**config.mk**
```make
export PLATFORM = sky130hd
export DESIGN_NAME = beep_melody_player_flat
export DESIGN_NICKNAME = d
export VERILOG_FILES = /design/src/rtl/beep_melody_player_if.sv /design/src/rtl/beep_melody_player.sv /design/src/flat_wrapper.sv
export SDC_FILE = /design/constraint.sdc
export NUM_CORES = 1
export LEC_CHECK = 0
export ABC_AREA = 1
export CAP_MARGIN = 25
export CORE_UTILIZATION = 54
export DETAILED_ROUTE_END_ITERATION = 8
export PLACE_DENSITY = 0.72
export SLEW_MARGIN = 20
export SYNTH_ARGS = -nofsm -noshare
export SYNTH_HDL_FRONTEND = slang
export SYNTH_SLANG_ARGS = --single-unit
```
**constraint.sdc**
```tcl
create_clock -name clk -period 4.62 [get_ports clk]
set_input_delay 0.462 -clock clk [delete_from_list [all_inputs] [get_ports clk]]
set_output_delay 0.462 -clock clk [all_outputs]
set_load 0.01 [all_outputs]
```
**src/rtl/beep_melody_player_if.sv**
```systemverilog
// Host-side bundle for the melody player: note RAM writes, playback control
// and the buzzer/status outputs.
interface beep_melody_player_if #(
  parameter int AW       = 5,
  parameter int PERIOD_W = 18,
  parameter int BEAT_W   = 4
);
  logic                       wr_en;
  logic [AW-1:0]              wr_addr;
  logic [PERIOD_W+BEAT_W-1:0] wr_data;
  logic [AW:0]                song_len;
  logic                       start;
  logic                       stop;
  logic                       loop;
  logic [1:0]                 vol;
  logic                       beep;
  logic                       busy;
  logic                       done;
  logic [AW-1:0]              note_idx;

  modport master (
    output wr_en, wr_addr, wr_data, song_len, start, stop, loop, vol,
    input  beep, busy, done, note_idx
  );

  modport slave (
    input  wr_en, wr_addr, wr_data, song_len, start, stop, loop, vol,
    output beep, busy, done, note_idx
  );
endinterface

```
**src/rtl/beep_melody_player.sv**
```systemverilog
// Programmable buzzer melody player: plays {period, beats} entries from a
// writable note RAM with duty/volume select, articulation gap, loop and stop.
module beep_melody_player #(
  parameter int AW          = 5,
  parameter int PERIOD_W    = 18,
  parameter int BEAT_W      = 4,
  parameter int UNIT_CYCLES = 12_500_000,
  parameter int GAP_CYCLES  = 500_000
) (
  input  logic                 clk,
  input  logic                 rst_n,
  beep_melody_player_if.slave  bus
);
  localparam int          DW     = PERIOD_W + BEAT_W;
  localparam logic [31:0] UNIT_U = 32'(UNIT_CYCLES);
  localparam logic [31:0] GAP_U  = 32'(GAP_CYCLES);

  typedef enum logic [1:0] {IDLE, FETCH, PLAY, GAP} state_e;

  state_e              state_q, state_d;
  logic [DW-1:0]       mem_q [2**AW];
  logic [DW-1:0]       rd_data;
  logic [AW:0]         len_q, len_d;
  logic [AW-1:0]       idx_q, idx_d;
  logic [PERIOD_W-1:0] period_q, period_d;
  logic [PERIOD_W-1:0] cnt_freq_q, cnt_freq_d;
  logic [PERIOD_W-1:0] th;
  logic [BEAT_W-1:0]   beats_q, beats_d;
  logic [31:0]         dur_q, dur_d;
  logic [31:0]         gap_q, gap_d;
  logic                beep_q, beep_d;
  logic                done_q, done_d;
  logic                play_last, gap_last, song_last, advance;

  // Note RAM is never reset; writes land in any state and only become
  // audible when the entry is next fetched into period_q/beats_q.
  always_ff @(posedge clk) begin
    if (bus.wr_en) mem_q[bus.wr_addr] <= bus.wr_data;
  end

  assign rd_data   = mem_q[idx_q];
  assign play_last = (dur_q == (32'(beats_q) * UNIT_U) - 32'd1);
  assign gap_last  = (gap_q == GAP_U - 32'd1);
  assign song_last = ({1'b0, idx_q} == len_q - (AW+1)'(1));

  always_comb begin
    case (bus.vol)
      2'd0:    th = period_q >> 1;
      2'd1:    th = period_q >> 2;
      default: th = period_q >> 3;
    endcase
  end

  always_comb begin
    state_d    = state_q;
    len_d      = len_q;
    idx_d      = idx_q;
    period_d   = period_q;
    beats_d    = beats_q;
    cnt_freq_d = cnt_freq_q;
    dur_d      = dur_q;
    gap_d      = gap_q;
    beep_d     = 1'b0;
    done_d     = 1'b0;
    advance    = 1'b0;

    case (state_q)
      IDLE: begin
        if (bus.start && bus.song_len != '0) begin
          len_d   = bus.song_len;
          idx_d   = '0;
          state_d = FETCH;
        end
      end
      FETCH: begin
        period_d   = rd_data[DW-1:BEAT_W];
        beats_d    = (rd_data[BEAT_W-1:0] == '0) ? BEAT_W'(1) : rd_data[BEAT_W-1:0];
        cnt_freq_d = '0;
        dur_d      = '0;
        state_d    = PLAY;
      end
      PLAY: begin
        cnt_freq_d = (period_q == '0 || cnt_freq_q == period_q - PERIOD_W'(1))
                     ? '0 : cnt_freq_q + PERIOD_W'(1);
        dur_d      = dur_q + 32'd1;
        // Forcing beep low on the last cycle keeps the lagged output silent
        // through the gap (or the next FETCH when there is no gap).
        if (play_last) begin
          if (GAP_CYCLES == 0) begin
            advance = 1'b1;
          end else begin
            gap_d   = '0;
            state_d = GAP;
          end
        end else begin
          beep_d = (cnt_freq_q < th) && (period_q != '0) && (bus.vol != 2'd3);
        end
      end
      GAP: begin
        gap_d = gap_q + 32'd1;
        if (gap_last) advance = 1'b1;
      end
      default: state_d = IDLE;
    endcase

    if (advance) begin
      if (!song_last) begin
        idx_d   = idx_q + AW'(1);
        state_d = FETCH;
      end else if (bus.loop) begin
        idx_d   = '0;
        state_d = FETCH;
      end else begin
        done_d  = 1'b1;
        state_d = IDLE;
      end
    end

    if (bus.stop) begin
      state_d = IDLE;
      beep_d  = 1'b0;
      done_d  = 1'b0;
    end
  end

  always_ff @(posedge clk or negedge rst_n) begin
    if (!rst_n) begin
      state_q    <= IDLE;
      len_q      <= '0;
      idx_q      <= '0;
      period_q   <= '0;
      beats_q    <= '0;
      cnt_freq_q <= '0;
      dur_q      <= '0;
      gap_q      <= '0;
      beep_q     <= 1'b0;
      done_q     <= 1'b0;
    end else begin
      state_q    <= state_d;
      len_q      <= len_d;
      idx_q      <= idx_d;
      period_q   <= period_d;
      beats_q    <= beats_d;
      cnt_freq_q <= cnt_freq_d;
      dur_q      <= dur_d;
      gap_q      <= gap_d;
      beep_q     <= beep_d;
      done_q     <= done_d;
    end
  end

  assign bus.beep     = beep_q;
  assign bus.busy     = (state_q != IDLE);
  assign bus.done     = done_q;
  assign bus.note_idx = idx_q;
endmodule

```
**src/flat_wrapper.sv**
```systemverilog
// flat-port wrapper written by rule: the top's interface ports become plain ports
module beep_melody_player_flat 
#(
  parameter int AW          = 5,
  parameter int PERIOD_W    = 18,
  parameter int BEAT_W      = 4,
  parameter int UNIT_CYCLES = 12_500_000,
  parameter int GAP_CYCLES  = 500_000
)
  (clk, rst_n, bus_wr_en, bus_wr_addr, bus_wr_data, bus_song_len, bus_start, bus_stop, bus_loop, bus_vol, bus_beep, bus_busy, bus_done, bus_note_idx);
  beep_melody_player_if #(.AW(AW), .PERIOD_W(PERIOD_W), .BEAT_W(BEAT_W)) bus_i ();
  input  logic clk;
  input  logic rst_n;
  input wire logic [$bits(bus_i.wr_en)-1:0] bus_wr_en;
  input wire logic [$bits(bus_i.wr_addr)-1:0] bus_wr_addr;
  input wire logic [$bits(bus_i.wr_data)-1:0] bus_wr_data;
  input wire logic [$bits(bus_i.song_len)-1:0] bus_song_len;
  input wire logic [$bits(bus_i.start)-1:0] bus_start;
  input wire logic [$bits(bus_i.stop)-1:0] bus_stop;
  input wire logic [$bits(bus_i.loop)-1:0] bus_loop;
  input wire logic [$bits(bus_i.vol)-1:0] bus_vol;
  output wire logic [$bits(bus_i.beep)-1:0] bus_beep;
  output wire logic [$bits(bus_i.busy)-1:0] bus_busy;
  output wire logic [$bits(bus_i.done)-1:0] bus_done;
  output wire logic [$bits(bus_i.note_idx)-1:0] bus_note_idx;
  assign bus_i.wr_en = bus_wr_en;
  assign bus_i.wr_addr = bus_wr_addr;
  assign bus_i.wr_data = bus_wr_data;
  assign bus_i.song_len = bus_song_len;
  assign bus_i.start = bus_start;
  assign bus_i.stop = bus_stop;
  assign bus_i.loop = bus_loop;
  assign bus_i.vol = bus_vol;
  assign bus_beep = bus_i.beep;
  assign bus_busy = bus_i.busy;
  assign bus_done = bus_i.done;
  assign bus_note_idx = bus_i.note_idx;
  beep_melody_player #(.AW(AW), .PERIOD_W(PERIOD_W), .BEAT_W(BEAT_W), .UNIT_CYCLES(UNIT_CYCLES), .GAP_CYCLES(GAP_CYCLES)) u_core (.clk(clk), .rst_n(rst_n), .bus(bus_i));
endmodule
```
==> results of run 1 <==
[placed cells by master, fill, tap and decap left out, types with 18 or more instances in the layout]
cell type / count
clkinv_1: 24
o221ai_1: 71
o211ai_1: 22
clkbuf_16: 85
buf_4: 63
o21ai_0: 433
clkbuf_1: 18
edfxtp_1: 704
nor3_1: 40
nand2_2: 43
nand2_1: 447
o21ai_2: 30
xnor2_1: 19
nand3_1: 182
xor2_1: 40
inv_1: 208
nor4_1: 22
a21oi_1: 48
ha_1: 55
clkdlybuf4s50_1: 40
nand4_1: 82
o22ai_1: 117
nor2_2: 38
nor2_1: 482
dfrtp_1: 116
[power by group through the flow]
stage | logic (mW) | clock network, mW | registers (mW)
2_1_floorplan | 6.01 | 0 | 8.60
3_3_place_gp | 7.75 | 0 | 8.62
3_5_place_dp | 7.80 | 0 | 8.62
4_1_cts | 7.84 | 6.69 | 8.47
5_1_grt | 9.07 | 6.97 | 8.50
6_report | 8.00 | 6.63 | 8.47
[path summary, 6_finish.rpt]
path,to,cells after the start,slack (ns)
min in group asynchronous,u_core.dur_q[28],2,0.36
worst max-delay path,u_core.gap_q[31],25,0.33
worst min-delay path,u_core.mem_q[3][7],1,0.33
worst min register to register,u_core.dur_q[24],1,0.52
worst max register to register,u_core.gap_q[31],25,0.33
max in group asynchronous,u_core.bus.note_idx[0],3,3.19
[layout make-up]
cell class | count | area (µm²)
antenna | 1 | 2.502
sequential | 823 | 24130
clock inverter | 46 | 465.4
inverter | 223 | 847.1
timing repair buffer | 131 | 1259
multi-input combinational | 2268 | 11980
tap | 931 | 1165
fill | 5432 | 26630
clock buffer | 106 | 2236
[registers in the layout, indices dropped and copies added, names as in the netlist]
register             count
u_core.bus.note_idx      5
u_core.period_q         18
u_core.state_q           2
u_core.bus.done          1
u_core.mem_q           704
u_core.len_q             6
u_core.bus.beep          1
u_core.gap_q            32
u_core.beats_q           4
u_core.dur_q            32
u_core.cnt_freq_q       18
[routing by layer]
metal	wire, µm	vias up	global-route usage, %
li1	-	12600	-
met1	39950	13130	38.17
met2	45100	1200	43.82
met3	8442	210	5.249
met4	3148	0	9.459
met5	0	-	0
[timing repair]
| item | 4_1_cts | 5_1_grt |
|---|---|---|
| endpoints found under the setup margin | 0 | 32 |
| hold buffers | 1 | 0 |
| gates resized for setup | 0 | 8 |
| endpoints found under the hold margin | 41 | 0 |
| buffers inserted | 0 | 0 |
[cells by family (layout without fill, tap and decap cells)]
| kind of cell | after synthesis | count (layout) | share of synthesized area, % |
|---|---|---|---|
| xor+xnor | 60 | 60 | 1.400 |
| flops | 823 | 823 | 64.26 |
| fa+ha+maj | 61 | 61 | 2.133 |
| compound gates | 770 | 770 | 12.10 |
| buf+inv | 399 | 506 | 4.157 |
| simple gates | 1376 | 1376 | 15.92 |
| mux | 1 | 1 | 0.03000 |
| other cells | 0 | 1 | 0 |
[stage by stage]
step / setup TNS (ns) / power, mW / std cells / utilization (%)
final: 0 / 23.10 / 4529 / 61.24
after floorplan: 0 / 14.61 / 3490 / -
after global routing: -0.006666 / 24.53 / 4529 / 61.24
after global placement: 0 / 16.37 / 4363 / 57.05
after detailed placement: 0 / 16.42 / 4372 / 57.24
after CTS: 0 / 23.00 / 4525 / 61.18
==> summary.md, run 1 <==
| Metric | Value |
|---|---|
| Outcome | completed |
| Max VDD drop | 0.5411 mV |
| Area leader, netlist | edfxtp_1 |
| Area growth syn-to-layout | 12.10% |
| GRT overflow | 0 |
| Mapped cell area | around 38000 µm² |
| Worst setup margin | 0.3281 ns |
| Sw power | between 8 and 9 mW |
| Worst r2r src | u_core.beats_q[2] |
| Clock root buffer | clkbuf_16 |
| Post-synth EDFFs | 704 |
| Switch share | 36.43% |
| Core area | 68710 µm² |
| Critical path class | flop to flop |
| Die X | ~270 µm |
| Internal power | 14.68 mW |
| Final period utilization | between 90% and 100% |
| Sequential power share | 36.7% |
| Count leader, synth | edfxtp_1 |
| Slew of the pin with the lowest slew margin | 1.105 ns |
| Final Routed Wirelength | roughly 97000 µm |
| Synth unique cells | between 50 and 60 |
| Slew Limit Fails | 0 |
| CP dominant cell by count | nand2_1 |
| Design area | 42080 µm² |
| Required time of the worst setup path | 5.13 ns |
| Layout cell share with drive strength beyond 1 | 9.981% |
| DR vias/cell | about 6.0 |
| CP max stage delay | 0.51 ns |
| Vias | 27140 |
| DR DRC count | 0 |
| Clock skew | 0.04182 ns |
| Mapped Nets | ~3600 |
| CP delay by family, top | simple AND/OR/NAND/NOR gates |
| F_max | 233.0 MHz |
| Relative slew slack | about a quarter |
| Crit path buffers/inverters | 4 |
| Largest net degree at the start of global routing | 225 |
| CTS max path bufs | 3 |
| Die footprint | 70570 µm² |
| I/O Buffers | 48 |
| Initial antenna violation count | 2 |
| Pre-Repair DR Iteration Count | 7 |
| Combinational power share | 34.6% |
| Start point of the worst hold path | bus_wr_data[7] |
| Skew-Pair Late Insertion Delay | between 0.6 and 0.7 ns |
| TritonCTS Buffers | 84 |
| Pre-CTS setup slack | between 0.15 and 0.2 ns |
| Final hold viol count | 0 |
| Worst hold path type | input port to flop |
| CTS tree | done |
| Seq/Total Area, Yosys | 64.26% |
| Mean Syn Cell Area | 10.75 µm² |
| Power Density | 549.0 nW/µm² |
| Final setup vio count | 0 |
| Main area contributors after synthesis | edfxtp_1, dfrtp_1, o21ai_0, nor2_1, nand2_1 |
| Max H-tree Level | 3 |
| Final net count | between 3000 and 4000 |
| Crit start category | flop |
| WL per Instance | 21.34 µm |
| Ys flop type | edfxtp_1 |
| Slowest CP cell | fa_2 |
| Arr. time, crit path | approximately 4.8 ns |
| Commonest cells in the netlist | edfxtp_1, nor2_1, nand2_1 |
| Hold WS | 0.3322 ns |
| Leak | 14.86 nW |
| Tmin final | 4.292 ns |
| Clk sink count | 823 |
| Critical path origin | u_core.beats_q[2] |
| Vias in the first global route | 25520 |
| Global placement routability congestion | 0.9211 |
| Synth Instances | approximately 3500 |
| Synth top area share | a little under three fifths |
| I/O pin cnt | 49 |
| Clock-pin slew on the worst setup and hold paths | roughly 0.060 ns |
| Site row count | 96 |
| Async SR Flop Fraction | around 14% |
| Detailed Route Iter0 Violations | 3203 |
| Clock power share | 28.7% |
| Warnings, synthesis | 0 |
| Post-detail-place hpwl | slightly below 60000 µm |
| Global-route wire length before repair | ~150000 µm |
| Die Span Y | 265.6 µm |
| CP Capture Type | flop |
| DRT antenna net count | 0 |
| Starting Density | 54.63% |
| Post-DP Area | 39320 µm² |
| GRT Overall Usage | approximately 28% |
| Crit-path max FO | 62 |
| Maxcap violations | 0 |
| Flops & latches, synth | ~820 |
(Power assumes the default switching activity.)
==> run 2: changes to the inputs <==
--- a/config.mk
+++ b/config.mk
@@ -7,10 +7,10 @@
 export LEC_CHECK = 0
 export ABC_AREA = 1
 export CAP_MARGIN = 25
+export CORE_MARGIN = 1.5
 export CORE_UTILIZATION = 54
 export DETAILED_ROUTE_END_ITERATION = 8
 export PLACE_DENSITY = 0.72
-export SLEW_MARGIN = 20
 export SYNTH_ARGS = -nofsm -noshare
 export SYNTH_HDL_FRONTEND = slang
 export SYNTH_SLANG_ARGS = --single-unit
==> summary.md, run 2 (same netlist as run 1, synthesis figures left out) <==
| Metric | Value |
|---|---|
| Outcome | completed (unchanged) |
| Relative slew slack | 25.30% (was 26.32%) |
| Die footprint | 71100 µm² (was 70570 µm²) |
| Arr. time, crit path | 4.80 ns (about the same) |
| Multi-input logic area | 11970 µm² (was 11980 µm²) |
| Global placement routability congestion | 0.9210 (was 0.9211) |
| Final net count | 3642 (was 3633) |
| GRT overflow | 0 (unchanged) |
| Core area | 68710 µm² (unchanged) |
| Crit-path max FO | 62 (unchanged) |
| GRT Overall Usage | 27.42% (was 27.56%) |
| Most common cell after layout, fill and taps aside | edfxtp_1 (unchanged) |
| Worst r2r src | u_core.beats_q[2] (unchanged) |
| Worst Reg-to-Reg Cells | 23 (was 25) |
| Clock-pin slew on the worst setup and hold paths | 0.06 ns (about the same) |
| Maxcap violations | 0 (unchanged) |
| Tmin final | 4.291 ns (was 4.292 ns) |
| Final hold viol count | 0 (unchanged) |
| Vias in the first global route | 25720 (was 25520) |
| Post-Layout Cell Count | 4539 (was 4529) |
| Final period utilization | 92.88% (was 92.90%) |
| Clock skew | 0.03151 ns (was 0.04182 ns) |
| Global-route wire length before repair | 149200 µm (was 148500 µm) |
| Final setup vio count | 0 (unchanged) |
| Area growth syn-to-layout | 13.04% (was 12.10%) |
| F_max | 233.0 MHz (about the same) |
| Power Density | 552.7 nW/µm² (was 549.0 nW/µm²) |
| Pre-Repair DR Iteration Count | 6 (was 7) |
| Worst R2R End | u_core.gap_q[31] (unchanged) |
| Largest Register | u_core.mem_q (unchanged) |
| Die X | 266.6 µm (was 265.6 µm) |
| Initial antenna violation count | 5 (was 2) |
| Hold WS | 0.3929 ns (was 0.3322 ns) |
| Sequential cell area | 24130 µm² (unchanged) |
| CTS max path bufs | 3 (unchanged) |
| I/O pin cnt | 49 (unchanged) |
| Clock root buffer | clkbuf_16 (unchanged) |
| TritonCTS Buffers | 86 (was 84) |
| Final Routed Wirelength | 97400 µm (was 96650 µm) |
| Die Span Y | 266.6 µm (was 265.6 µm) |
| CP dominant cell by count | nand2_1 (unchanged) |
| Crit path buffers/inverters | 2 (was 4) |
| Vias | 27280 (was 27140) |
| Site row count | 96 (unchanged) |
| Leak | 15.03 nW (was 14.86 nW) |
| Filler Cells Inserted | 5431 (was 5432) |
| Required time of the worst setup path | 5.13 ns (about the same) |
| Starting Density | 54.63% (unchanged) |
| Layout cell share with drive strength beyond 1 | 10.29% (was 9.981%) |
| RSZ-0062 raised after global routing | no |
| Skew-Pair Late Insertion Delay | 0.65 ns (was 0.66 ns) |
| Setup_tns | 0 ns (unchanged) |
| Setup slack, reg-to-reg | 0.33 ns (about the same) |
| Slew Limit Fails | 0 (unchanged) |
| I/O Buffers | 48 (unchanged) |
| Max reg flops | 704 (unchanged) |
| Most frequent cells in the layout | edfxtp_1, nor2_1, nand2_1, o21ai_0, inv_1 (unchanged) |
| Max VDD drop | 0.5691 mV (was 0.5411 mV) |
| Worst hold path type | input port to asynchronous set/reset pin (was input port to flop) |
| CP Capture Type | flop (unchanged) |
| Detailed Route Iter0 Violations | 3698 (was 3203) |
| CTS tree | done (unchanged) |
| CP max stage delay | 0.51 ns (about the same) |
| DR vias/cell | 6.009 (was 5.992) |
| DR DRC count | 0 (unchanged) |
| Top Registers | u_core.mem_q: 704 flops, u_core.dur_q: 32 flops, u_core.gap_q: 32 flops (unchanged) |
| Slowest CP cell | fa_2 (unchanged) |
| Largest net degree at the start of global routing | 223 (was 225) |
| Max H-tree Level | 3 (unchanged) |
| Critical path class | flop to flop (unchanged) |
| Cells along the critical path | inv_2, fa_2, xor2_2, ha_1, or2_2, ha_2, nand2_1, nor3_1, and2_1, nand2_1, nand3_1, nand2_1, a21oi_1, nand3_1, nand2_1, nand2_1, nor2_1, nand3_2, nand2_4, nand2_4, buf_12, nand2_1, o21ai_2 |
| DRT antenna net count | 0 (unchanged) |
| Clk sink count | 823 (unchanged) |
| Post-detail-place hpwl | 57790 µm (was 58780 µm) |
| Critical path origin | u_core.beats_q[2] (unchanged) |
| Slew of the pin with the lowest slew margin | 1.117 ns (was 1.105 ns) |
| Crit start category | flop (unchanged) |
| CP delay by family, top | simple AND/OR/NAND/NOR gates (unchanged) |
| WL per Instance | 21.46 µm (was 21.34 µm) |
| Placed cell count | 4372 (unchanged) |
==> run 2: stage by stage <==
step,worst slack (ns),power (mW),util [%],instance area [µm²]
final,0.3288,23.45,61.75,42430
after global routing,0.0003850,24.99,61.75,42430
after CTS,0.1838,23.37,61.38,42170
after detailed placement,0.1720,16.47,57.20,39300
after global placement,0.2607,16.39,57.14,39260
after floorplan,0.7274,14.61,-,37530
==> run 2: final cells by class <==
class                   count  share of cell area [%]
diodes                      1                0.005898
inverters                 223                   1.996
clock inverters            49                   1.418
repair buffers            138                   3.439
flip-flops and latches    823                   56.87
well taps                 931                   2.746
clock buffers             106                   5.320
multi-input cells        2268                   28.21
==> run 2: worst max path at each step <==
stage | to | slack (ns) | depth (start not counted)
floorplan | u_core.gap_q[8] | 0.73 | 24
global placement | u_core.gap_q[27] | 0.26 | 24
detailed placement | u_core.gap_q[8] | 0.17 | 24
CTS | u_core.gap_q[8] | 0.18 | 24
global route | u_core.gap_q[8] | 0.0004 | 22
finish | u_core.gap_q[31] | 0.33 | 23
==> run 2: timing repair <==
action                                  4_1_cts  5_1_grt
hold buffers                                  1        0
buffers inserted                              0        0
endpoints found under the setup margin        0       33
endpoints found under the hold margin        48        0
resized for setup                             0        7
==> run 2: routing by layer <==
metal | track usage (%) | routed length [µm] | up-vias
li1 | - | - | 12620
met3 | 4.511 | 9205 | 199
met1 | 38.72 | 39870 | 13140
met2 | 43.38 | 45190 | 1311
met4 | 9.352 | 3101 | 6
met5 | 0 | 44 | -
==> run 2: worst reg2reg max path, cell delays in order, from the launching register on <==
cell and delay (ns):
dfrtp_1 0.38, inv_2 0.14, fa_2 0.51, xor2_2 0.22, ha_1 0.18, or2_2 0.29
ha_2 0.39, nand2_1 0.08, nor3_1 0.19, and2_1 0.16, nand2_1 0.08, nand3_1 0.14
nand2_1 0.09, a21oi_1 0.18, nand3_1 0.10, nand2_1 0.07, nand2_1 0.05, nor2_1 0.12
nand3_2 0.20, nand2_4 0.15, nand2_4 0.06, buf_12 0.22, nand2_1 0.15, o21ai_2 0.05
==> run 2: power breakdown <==
part | internal (mW) | switching, mW | total [mW] | leakage, nW
registers | 8.29 | 0.177 | 8.47 | 7.95
logic | 2.59 | 5.43 | 8.02 | 5.69
clock network | 4.06 | 2.90 | 6.96 | 1.39
